### config.mk
export PLATFORM = sky130hd
export DESIGN_NAME = sn_onewire_reader
export DESIGN_NICKNAME = d
export VERILOG_FILES = /design/src/rtl/sn_onewire_reader.sv
export SDC_FILE = /design/constraint.sdc
export NUM_CORES = 1
export LEC_CHECK = 0
export ABC_AREA = 1
export CAP_MARGIN = 30
export CORE_UTILIZATION = 40
export CTS_BUF_LIST = sky130_fd_sc_hd__clkbuf_4
export DETAILED_ROUTE_END_ITERATION = 10
export SLEW_MARGIN = 20
export SYNTH_ARGS = -nofsm -noshare
export SYNTH_HDL_FRONTEND = slang
export SYNTH_SLANG_ARGS = --single-unit
### constraint.sdc
create_clock -name clk -period 5.4 [get_ports clk]
set_input_delay 0.81 -clock clk [delete_from_list [all_inputs] [get_ports clk]]
set_output_delay 0.81 -clock clk [all_outputs]
set_load 0.02 [all_outputs]
### src/rtl/sn_onewire_reader.sv
// rtl/sn_onewire_reader.sv - 1-wire serial-number ROM reader: reset/presence, Read ROM, 64-bit read, CRC8 check
module sn_onewire_reader #(
  parameter int T_RSTL = 19200,
  parameter int T_PDS  = 2800,
  parameter int T_RSTH = 16400,
  parameter int T_SLOT = 2800,
  parameter int T_W0L  = 2400,
  parameter int T_W1L  = 240,
  parameter int T_RDS  = 600,
  parameter int CNTW   = 15
) (
  input  logic        clk,
  input  logic        hard_rst,
  input  logic        start,
  input  logic        SNin,
  output logic        SNout,
  output logic        busy,
  output logic        done,
  output logic        no_presence,
  output logic        crc_ok,
  output logic [7:0]  family,
  output logic [47:0] serial
);
  localparam logic [2:0] IDLE      = 3'd0;
  localparam logic [2:0] RST_LOW   = 3'd1;
  localparam logic [2:0] PRES_WAIT = 3'd2;
  localparam logic [2:0] PRES_REC  = 3'd3;
  localparam logic [2:0] CMD       = 3'd4;
  localparam logic [2:0] READ      = 3'd5;
  localparam logic [2:0] FIN       = 3'd6;

  localparam logic [7:0]      READ_ROM = 8'h33;
  localparam logic [CNTW-1:0] RSTL_LD  = CNTW'(T_RSTL - 1);
  localparam logic [CNTW-1:0] PDS_LD   = CNTW'(T_PDS - 1);
  localparam logic [CNTW-1:0] RSTH_LD  = CNTW'(T_RSTH - 1);
  localparam logic [CNTW-1:0] SLOT_LD  = CNTW'(T_SLOT - 1);
  localparam logic [CNTW-1:0] W0L_LEN  = CNTW'(T_W0L);
  localparam logic [CNTW-1:0] W1L_LEN  = CNTW'(T_W1L);
  localparam logic [CNTW-1:0] RDS_AT   = CNTW'(T_RDS - 1);

  logic [2:0]      state;
  logic [CNTW-1:0] timer;
  logic [CNTW-1:0] slot_cyc;
  logic [5:0]      bit_idx;
  logic [63:0]     sr;
  logic [7:0]      crc;
  logic [7:0]      crc_next;
  logic            sn_m;
  logic            sn_s;
  logic            drive_low;
  logic            phase_end;
  logic            crc_fb;

  always_ff @(posedge clk or posedge hard_rst) begin
    if (hard_rst) begin
      sn_m <= 1'b1;
      sn_s <= 1'b1;
    end else begin
      sn_m <= SNin;
      sn_s <= sn_m;
    end
  end

  assign phase_end = (timer == '0);
  assign slot_cyc  = SLOT_LD - timer;
  assign crc_fb    = crc[0] ^ sn_s;
  assign crc_next  = {1'b0, crc[7:1]} ^ (crc_fb ? 8'h8C : 8'h00);

  always_comb begin
    drive_low = 1'b0;
    case (state)
      RST_LOW: drive_low = 1'b1;
      CMD:     drive_low = slot_cyc < (READ_ROM[bit_idx[2:0]] ? W1L_LEN : W0L_LEN);
      READ:    drive_low = slot_cyc < W1L_LEN;
      default: drive_low = 1'b0;
    endcase
  end

  // SNout is registered so the pin never glitches; every low phase shifts by one cycle, widths are exact.
  always_ff @(posedge clk or posedge hard_rst) begin
    if (hard_rst) begin
      state       <= IDLE;
      timer       <= '0;
      bit_idx     <= '0;
      sr          <= '0;
      crc         <= '0;
      SNout       <= 1'b1;
      busy        <= 1'b0;
      done        <= 1'b0;
      no_presence <= 1'b0;
      crc_ok      <= 1'b0;
      family      <= '0;
      serial      <= '0;
    end else begin
      SNout <= ~drive_low;
      done  <= 1'b0;
      if (state != IDLE && state != FIN) timer <= timer - CNTW'(1);
      case (state)
        IDLE: begin
          if (start) begin
            state <= RST_LOW;
            timer <= RSTL_LD;
            busy  <= 1'b1;
          end
        end
        RST_LOW: begin
          if (phase_end) begin
            state <= PRES_WAIT;
            timer <= PDS_LD;
          end
        end
        PRES_WAIT: begin
          if (phase_end) begin
            if (sn_s) begin
              no_presence <= 1'b1;
              crc_ok      <= 1'b0;
              state       <= FIN;
              done        <= 1'b1;
            end else begin
              no_presence <= 1'b0;
              state       <= PRES_REC;
              timer       <= RSTH_LD;
            end
          end
        end
        PRES_REC: begin
          if (phase_end) begin
            state   <= CMD;
            timer   <= SLOT_LD;
            bit_idx <= '0;
            sr      <= '0;
            crc     <= '0;
          end
        end
        CMD: begin
          if (phase_end) begin
            timer <= SLOT_LD;
            if (bit_idx == 6'd7) begin
              state   <= READ;
              bit_idx <= '0;
            end else begin
              bit_idx <= bit_idx + 6'd1;
            end
          end
        end
        READ: begin
          if (slot_cyc == RDS_AT) begin
            sr  <= {sn_s, sr[63:1]};
            crc <= crc_next;
          end
          // Results are latched on entry to FIN so they are already valid while done is high.
          if (phase_end) begin
            timer <= SLOT_LD;
            if (bit_idx == 6'd63) begin
              state  <= FIN;
              done   <= 1'b1;
              family <= sr[7:0];
              serial <= sr[55:8];
              crc_ok <= (crc == 8'h00);
            end else begin
              bit_idx <= bit_idx + 6'd1;
            end
          end
        end
        FIN: begin
          busy  <= 1'b0;
          state <= IDLE;
        end
        default: state <= IDLE;
      endcase
    end
  end
endmodule

=== Yosys cells after proc, flatten, opt, wreduce, memory -nomap -nowiden ===
Memories as Yosys holds them, arrays and structs flattened.
Index checks and enable logic that the tools add are counted.
W data, S select, Z words.

* Bitwise operators: 3
* Reductions and logical operators: 17
* $add $sub $neg: 3
* Muxes and demuxes: 44
* $lt $le $gt $ge: 3
* Equality and inequality tests: 21

{| class="wikitable"
|+ Operator list
! kind !! number
|-
| $mux W64 || 2
|-
| $pmux W64 S2 || 1
|-
| $mux W15 || 5
|-
| $pmux W15 S3 || 1
|-
| $mux W6 || 5
|-
| $mux W3 || 9
|-
| $mux W8 || 3
|-
| $ne A2 B2 Y1 const B || 11
|-
| $pmux W3 S6 || 1
|-
| $pmux W6 S3 || 1
|-
| $pmux W8 S2 || 1
|-
| $eq A15 B10 Y1 const B || 1
|-
| $logic_not A15 Y1 || 1
|-
| $lt A15 B12 Y1 || 1
|-
| $lt A15 B8 Y1 const B || 1
|-
| $sub A12 B15 Y15 const A || 1
|-
| $sub A15 B1 Y15 const B || 1
|-
| $mux W12 || 1
|-
| $mux W1 || 10
|-
| $reduce_and A5 Y1 || 2
|-
| $eq A3 B3 Y1 const B || 3
|-
| $logic_not A8 Y1 || 1
|-
| $reduce_and A8 Y1 || 1
|-
| $xor A7 B8 Y8 || 1
|-
| 18 further kinds || 26
|}

* Logic and storage cells: 106
* Register bits: 159
* Output and inout bits: 61
* Memories kept: 1
* ROM bits: 8
* Bits of input ports: 4

{| class="wikitable"
|+ Memory list
! memory !! depth !! width !! rd ports !! clocked after memory_dff !! write ports !! line !! RTL
|-
| (name not given) || 8 || 1 || 1 || 0 || 0 || 73 || <nowiki>CMD: drive_low = slot_cyc < (READ_ROM[bit_idx[2:0]] ? W1L_LEN : W0L_LEN);</nowiki>
|}

=== Depth between registers and ports, before layout ===
Gate-level depths: netlist of run 1.

* Word-level depth: 6
* Gate-level depth with buffers: 14

=== Least setup slack after synthesis of run 1 ===
Ideal clock, no wire load.

* Path kind: register to register
* Start: register timer[4]
* End: register crc[0]
* Path slack: 3.541 ns
* Arrival: 1.742 ns
* Period minus slack after synthesis: 1.859 ns
* Stages on the path, launching flop included: 14
* Required time: 5.283 ns
* Setup time: 0.117 ns
* Buffers on the path: 1
* Cells stage by stage: dfrtp_1 ha_1 nand3_1 nand2_2 nand2_1 nand2_1 nand2_1 nand2_1 nand2_1 nor2_2 nand3_4 clkbuf_1 nand3_1 nand2_1

* Longest elaborated chain between the ends: 4

{| class="wikitable"
|+ Ends and longest elaborated chain
! what !! line !! RTL
|-
| from (decl) || 42 || <nowiki>logic [CNTW-1:0] timer;</nowiki>
|-
| from (signal assigned) || 97 || <nowiki>if (state != IDLE && state != FIN) timer <= timer - CNTW'(1);</nowiki>
|-
| $sub A12 B15 Y15 || 65 || <nowiki>assign slot_cyc = SLOT_LD - timer;</nowiki>
|-
| $eq A15 B10 Y1 || 147 || <nowiki>if (slot_cyc == RDS_AT) begin</nowiki>
|-
| $ne A2 B2 Y1 (no line) || - ||
|-
| $reduce_and A3 Y1 (no line) * || - ||
|-
| to (signal assigned) || 149 || <nowiki>crc <= crc_next;</nowiki>
|-
| to (decl) || 46 || <nowiki>logic [7:0] crc;</nowiki>
|}

Every way passes the cells marked *; elsewhere a longest branch is shown, timed or not.
A chain may end at the register's enable or synchronous reset.

=== Final worst setup path of run 1 ===
* Start: register timer[4]
* End: register sr[24]

* Longest elaborated chain between the ends: 4

{| class="wikitable"
|+ Ends and longest elaborated chain
! what !! line !! RTL
|-
| $sub A12 B15 Y15 || 65 ||
|-
| $eq A15 B10 Y1 || 147 ||
|-
| $ne A2 B2 Y1 (no line) || - ||
|-
| $reduce_and A3 Y1 (no line) * || - ||
|-
| to (signal assigned) || 148 || <nowiki>sr <= {sn_s, sr[63:1]};</nowiki>
|-
| to (decl) || 45 || <nowiki>logic [63:0] sr;</nowiki>
|}

Marks and branches as above.

==> results of run 1 <==
[synthesized netlist by cell type, drive strengths merged, types with 2 or more instances]
cell and instances:
a21oi 11, a31oi 2, buf 16, clkbuf 33, dfrtp 156, dfstp 3, ha 8, inv 120
nand2 293, nand3 104, nand4 7, nor2 119, nor3 6, nor4 5, o211ai 2, o21ai 81
o21bai 2, xor2 9
[final timing paths]
path	endpoint	slack, ns	depth (start not counted)
setup / recovery	sr[24]	2.23	13
hold / removal	sn_s	0.37	0
setup reg to reg	sr[24]	2.23	13
hold reg to reg	sn_s	0.37	0
max in group asynchronous	sn_m	3.62	3
min in group asynchronous	serial[41]	0.75	2
[routing by layer]
layer  track usage  vias to the layer above  part of all wire
met1         0.261                     2864              0.50
met2         0.284                      115              0.45
met5             0                        -                 0
met3        0.0332                       17             0.032
met4        0.0642                        0             0.017
li1              -                     3156                 -
[metrics by stage]
step / setup slack [ns] / hold WS, ns / util
final: 2.23 / 0.365 / 0.467
after global routing: 1.83 / 0.369 / 0.467
after CTS: 2.22 / 0.368 / 0.466
after detailed placement: 2.26 / 0.349 / 0.448
after global placement: 2.30 / 0.347 / 0.448
after floorplan: 0.303 / 0.345 / -
[area by class of cell]
class / count / area [µm²] / share of cell area
diodes: 1 / 2.50 / 0.000286
repair buffers: 71 / 706 / 0.0807
clock buffers: 17 / 128 / 0.0146
inverters: 121 / 459 / 0.0525
flip-flops and latches: 159 / 3980 / 0.456
multi-input cells: 657 / 2960 / 0.339
well taps: 234 / 293 / 0.0335
clock inverters: 14 / 205 / 0.0235
[where the power goes]
part	switching [mW]	internal [mW]
Combinational	0.274	0.102
Sequential	0.0455	1.23
Clock	0.459	0.376
Total	0.779	1.71
[state kept, by name (all words and copies together) (netlist names)]
name         flops
serial          48
family           8
crc              8
state            3
sn_m             1
no_presence      1
SNout            1
bit_idx          6
sr              64
crc_ok           1
timer           15
busy             1
sn_s             1
done             1
[placed cells by master (no fill, tap or decap), types with 2 or more instances in the layout]
| cell | netlist | layout |
|---|---|---|
| o21bai_1 | 2 | 2 |
| clkbuf_4 | 0 | 17 |
| o211ai_1 | 2 | 2 |
| inv_6 | 0 | 5 |
| nor3_1 | 5 | 5 |
| dfrtp_1 | 156 | 156 |
| nor4_1 | 5 | 5 |
| buf_4 | 2 | 6 |
| nand4_1 | 7 | 7 |
| inv_1 | 115 | 114 |
| nand2_2 | 3 | 3 |
| nor2_1 | 116 | 116 |
| xor2_1 | 9 | 9 |
| ha_1 | 8 | 8 |
| clkinvlp_4 | 0 | 2 |
| a31oi_1 | 2 | 2 |
| clkinv_1 | 1 | 2 |
| nand3_1 | 102 | 102 |
| bufinv_16 | 0 | 4 |
| nor2_2 | 2 | 2 |
| dfstp_2 | 3 | 3 |
| a21oi_1 | 11 | 11 |
| nand2_1 | 289 | 289 |
| o21ai_0 | 81 | 81 |
| inv_2 | 5 | 5 |
| clkdlybuf4s50_1 | 0 | 64 |
| inv_8 | 0 | 2 |
[kinds of logic after synthesis]
family / count (synthesis) / synth area share
and+or+nand+nor: 537 / 0.293
AOI/OAI and AO/OA: 102 / 0.0698
adders and majority gates: 8 / 0.0131
xor gates and xnor gates: 10 / 0.0114
buffers and inverters: 170 / 0.0924
DFF: 159 / 0.520
==> qor.yml, run 1 <==
run_status:
  status: "finished, final reports clean"
floorplan:
  dieHeight_um: 140
  die_w_um: 140
  row_count: 50
  start_util: 0.409
  coreArea_mm2: 0.0187
  ioPinCount: 65
  die-area_mm2: 0.0197
grt:
  grt-ovfl-total: 0
  grt_pass1_wl_mm: 29.3
  antenna_found_initial: 1
  grt_max_degree: 112
  first_global_vias: 5962
  grtUsageTotal: 0.184
clocking:
  cts_buffers: 17
  cts-root-buf: "clkbuf_4"
  cts_resized: 0
  cts_tree: "done"
  cts_setup_buffers: 0
  holdBufCountCts: 0
  h-tree-depth: 4
  clock_path_buffers: 2
  worstSkewPairLatency_ns: 0.59
  clkSinkCount: 159
  clk_pin_slew_worst_paths_ns: 0.15
critical_path:
  path_buf_inv: 1
  startpoint: "timer[4]"
  cp_top_family: "simple AND/OR/NAND/NOR gates"
  endpoint_kind: "flop"
  cp.arrival_ns: 3.65
  cp_data_required_time_ns: 5.88
  crit_path_frequent_cell: "nand2_1"
  crit_path_cell_trace: "ha_1, nand3_1, nand2_2, nand2_1, nand2_1, o21ai_0, nand2_1, nand2_1, nand3_4, buf_4, nand2_4, nand2_1, nand2_1"
  worstPathMaxFanout: 73
  rr_startpoint: "timer[4]"
  cpMaxStageDelayCell: "nand2_4"
  crit_type: "reg2reg"
  cp-start-kind: "flop"
  slowest_delay_ns: 0.65
placed_design:
  place_congestion: 0.889
  hpwl_mm: 10.3
  placed_cell_area_mm2: 0.00838
  portBuffers: 64
  dp_cells: 1241
yosys:
  ys_dominant_reg_cell: "dfrtp_1"
  netlist_top_cells_area: "dfrtp_1 (51%), nand2_1 (14%), nand3_1 (6.7%), nor2_1 (5.7%), inv_1 (5.6%)"
  syn_inst: 986
  synth.distinct_cells: 37
  syn_area_mm2: 0.00765
  syn-num-nets: 998
  synth.top_cell.area_share: 0.510
  yosys_warnings: 0
  seq_area_frac_synth: 0.520
  synth_edf_count: 0
  ys_seq_elements: 159
  yosysTopAreaCell: "dfrtp_1"
  postSynth.asyncResetShare: 1.00
  syn_area_per_cell_um2: 7.76
drt:
  via_count: 6152
  wire_per_inst_um: 13.1
  dr.pass1.iters: 5
  drt_iter0_markers: 528
  wl_mm: 16.7
  via_per_inst: 4.83
  drc: 0
  antenna_left: 0
pwr:
  irDropWorstVdd_mv: 0.121
  fin_total_pwr_mw: 2.49
  leakage_nw: 4.19
  power_density_mw_per_mm2: 285
timing:
  tightest_slew_ns: 0.805
  max-slew-margin-rel: 0.463
  fin_crit_ns: 3.17
  setup_viol: 0
  min_period_over_period: 0.587
  fin_skew_ns: 0.0249
  hold_viol_final: 0
  slew_violations: 0
  fmax_mhz: 316
  finalSetupTns_ns: 0
  rsz0062_at_grt: "false"
final_layout:
  finish.instance_area_mm2: 0.00874
  area_growth_pct: 14.2
  nFillCells: 1871
  layout-drive-gt1-share: 0.0539
  finalNetCount: 1039
  stdcell_count: 1274
min_path:
  hp-class: "reg2reg"
  hp-start: "sn_m"
job:
  maxCapViolCount: 0
(Power assumes the default switching activity.)
==> run 2, diff against run 1 <==
- clock period: 5.4 -> 3.3 ns (I/O delays scaled with it)
==> qor.yml, run 2 (synthesized netlist as in run 1, its figures left out) <==
grt:
  antenna_found_initial: 1  # unchanged
  grt_max_degree: 112  # unchanged
  first_global_vias: 5912  # was 5962
  grt_pass1_wl_mm: 29.0  # was 29.3 mm
  grt-ovfl-total: 0  # unchanged
  grtUsageTotal: 0.184  # about the same
final_layout:
  finish.instance_area_mm2: 0.00870  # was 0.00874 mm²
  finalNetCount: 1040  # was 1039
  final_cell_mix: "nand2_1 (289), dfrtp_1 (156), nor2_1 (116)"  # unchanged
  nFillCells: 1879  # was 1871
  largest_register_ff_count: 64  # unchanged
  largest_register: "sr"  # unchanged
  final_common_cell: "nand2_1"  # unchanged
  multi_input_area_mm2: 0.00296  # unchanged
  seqCellArea_mm2: 0.00398  # unchanged
  reg_top3: "sr: 64 flops, serial: 48 flops, timer: 15 flops"  # unchanged
  area_growth_pct: 13.6  # was 14.2%
  layout-drive-gt1-share: 0.0557  # was 0.0539
clocking:
  cts_tree: "done"  # unchanged
  worstSkewPairLatency_ns: 0.59  # about the same
  clk_pin_slew_worst_paths_ns: 0.13  # was 0.15 ns
  holdBufCountCts: 0  # unchanged
  clock_path_buffers: 2  # unchanged
  cts_resized: 0  # unchanged
  h-tree-depth: 4  # unchanged
  cts_setup_buffers: 0  # unchanged
  clkSinkCount: 159  # unchanged
  cts-root-buf: "clkbuf_4"  # unchanged
  cts_buffers: 17  # unchanged
timing:
  slew_violations: 0  # unchanged
  whs_ns: 0.318  # was 0.365 ns
  setup_viol: 0  # unchanged
  fin_crit_ns: 2.50  # was 3.17 ns
  hold_viol_final: 0  # unchanged
  max-slew-margin-rel: 0.474  # was 0.463
  fmax_mhz: 400  # was 316 MHz
  layout_setup_ws_ns: 0.802  # was 2.23 ns
  fin_skew_ns: 0.0182  # was 0.0249 ns
  tightest_slew_ns: 0.789  # was 0.805 ns
  finalSetupTns_ns: 0  # unchanged
  min_period_over_period: 0.757  # was 0.587
  rsz0062_at_grt: "false"  # unchanged
critical_path:
  crit_type: "reg2reg"  # unchanged
  cp_data_required_time_ns: 3.82  # was 5.88 ns
  worstPathMaxFanout: 72  # was 73
  cp.arrival_ns: 3.01  # was 3.65 ns
  cp-start-kind: "flop"  # unchanged
  endpoint_kind: "flop"  # unchanged
pwr:
  irDropWorstVdd_mv: 0.177  # was 0.121 mV
  power_density_mw_per_mm2: 435  # was 285 mW/mm²
  fin_total_pwr_mw: 3.78  # was 2.49 mW
  leakage_nw: 4.17  # was 4.19 nW
floorplan:
  start_util: 0.409  # unchanged
  ioPinCount: 65  # unchanged
  die_w_um: 140  # unchanged
  die-area_mm2: 0.0197  # unchanged
  dieHeight_um: 140  # unchanged
  row_count: 50  # unchanged
  coreArea_mm2: 0.0187  # unchanged
placed_design:
  dp_slack_ns: 0.844  # was 2.26 ns
  place_congestion: 0.837  # was 0.889
  placed_cell_area_mm2: 0.00845  # was 0.00838 mm²
  portBuffers: 64  # unchanged
  hpwl_mm: 10.7  # was 10.3 mm
drt:
  dr_wl_met2_mm: 7.50  # was 7.53 mm
  wire_per_inst_um: 13.3  # was 13.1 µm
  drt_iter0_markers: 520  # was 528
  antenna_left: 0  # unchanged
  wl_mm: 16.9  # was 16.7 mm
  via_count: 6220  # was 6152
  top_layer: "met4"  # unchanged
  wl_met1_mm: 8.64  # was 8.34 mm
  dr.pass1.iters: 5  # unchanged
  drc: 0  # unchanged
  via_per_inst: 4.87  # was 4.83
  met3_length_um: 511  # was 532 µm
run_status:
  status: "finished, final reports clean"  # unchanged
job:
  maxCapViolCount: 0  # unchanged
min_path:
  hp-class: "in2reg"  # was reg2reg
run 2: cell count changes in the layout (fill, tap and decap cells not counted), sizes merged:
| cell | delta |
|---|---|
| bufinv | -4 |
| clkinv | +3 |
| clkbuf | +2 |
| buf | +1 |
run 2: worst paths after layout:
check                              to     start  cells past startpoint  slack (ns)
min in group asynchronous  serial[45]  hard_rst                      3        0.40
max                            sr[15]  timer[0]                     10        0.80
min reg2reg                      sn_s      sn_m                      0        0.37
min                              sn_m      SNin                      1        0.32
max reg2reg                    sr[15]  timer[0]                     10        0.80
max in group asynchronous        sn_s  hard_rst                      3        2.48
run 2: layer usage:
layer / track usage / vias up
met5: 0 / -
met4: 0.0613 / 0
li1: - / 3160
met3: 0.0356 / 17
met2: 0.277 / 95
met1: 0.265 / 2948
run 2: where the power goes:
part	internal, mW	switching (mW)
clock	0.330	0.745
sequential	2.01	0.0778
combinational	0.170	0.446
total	2.51	1.27
run 2: per-stage QoR:
step,util,instances
2_1_floorplan,-,986
3_3_place_gp,0.452,1243
3_5_place_dp,0.452,1243
4_1_cts,0.465,1275
5_1_grt,0.465,1276
6_report,0.465,1276
run 2: worst max-delay path, cell delays in order, from the launching register on:
cell	delay, ns
dfrtp_1	0.46
inv_1	0.10
ha_1	0.25
nand2_1	0.18
nor3_2	0.09
nand3_2	0.09
clkinv_1	0.17
nand2_2	0.15
buf_4	0.64
nand3_1	0.16
nand2_1	0.11
run 2: area by class of cell:
type	count	share of cell area
flip-flops and latches	159	0.458
multi-input cells	657	0.341
repair buffers	72	0.0863
inverters	121	0.0527
well taps	234	0.0337
clock buffers	19	0.0164
clock inverters	13	0.0118
diodes	1	0.000288
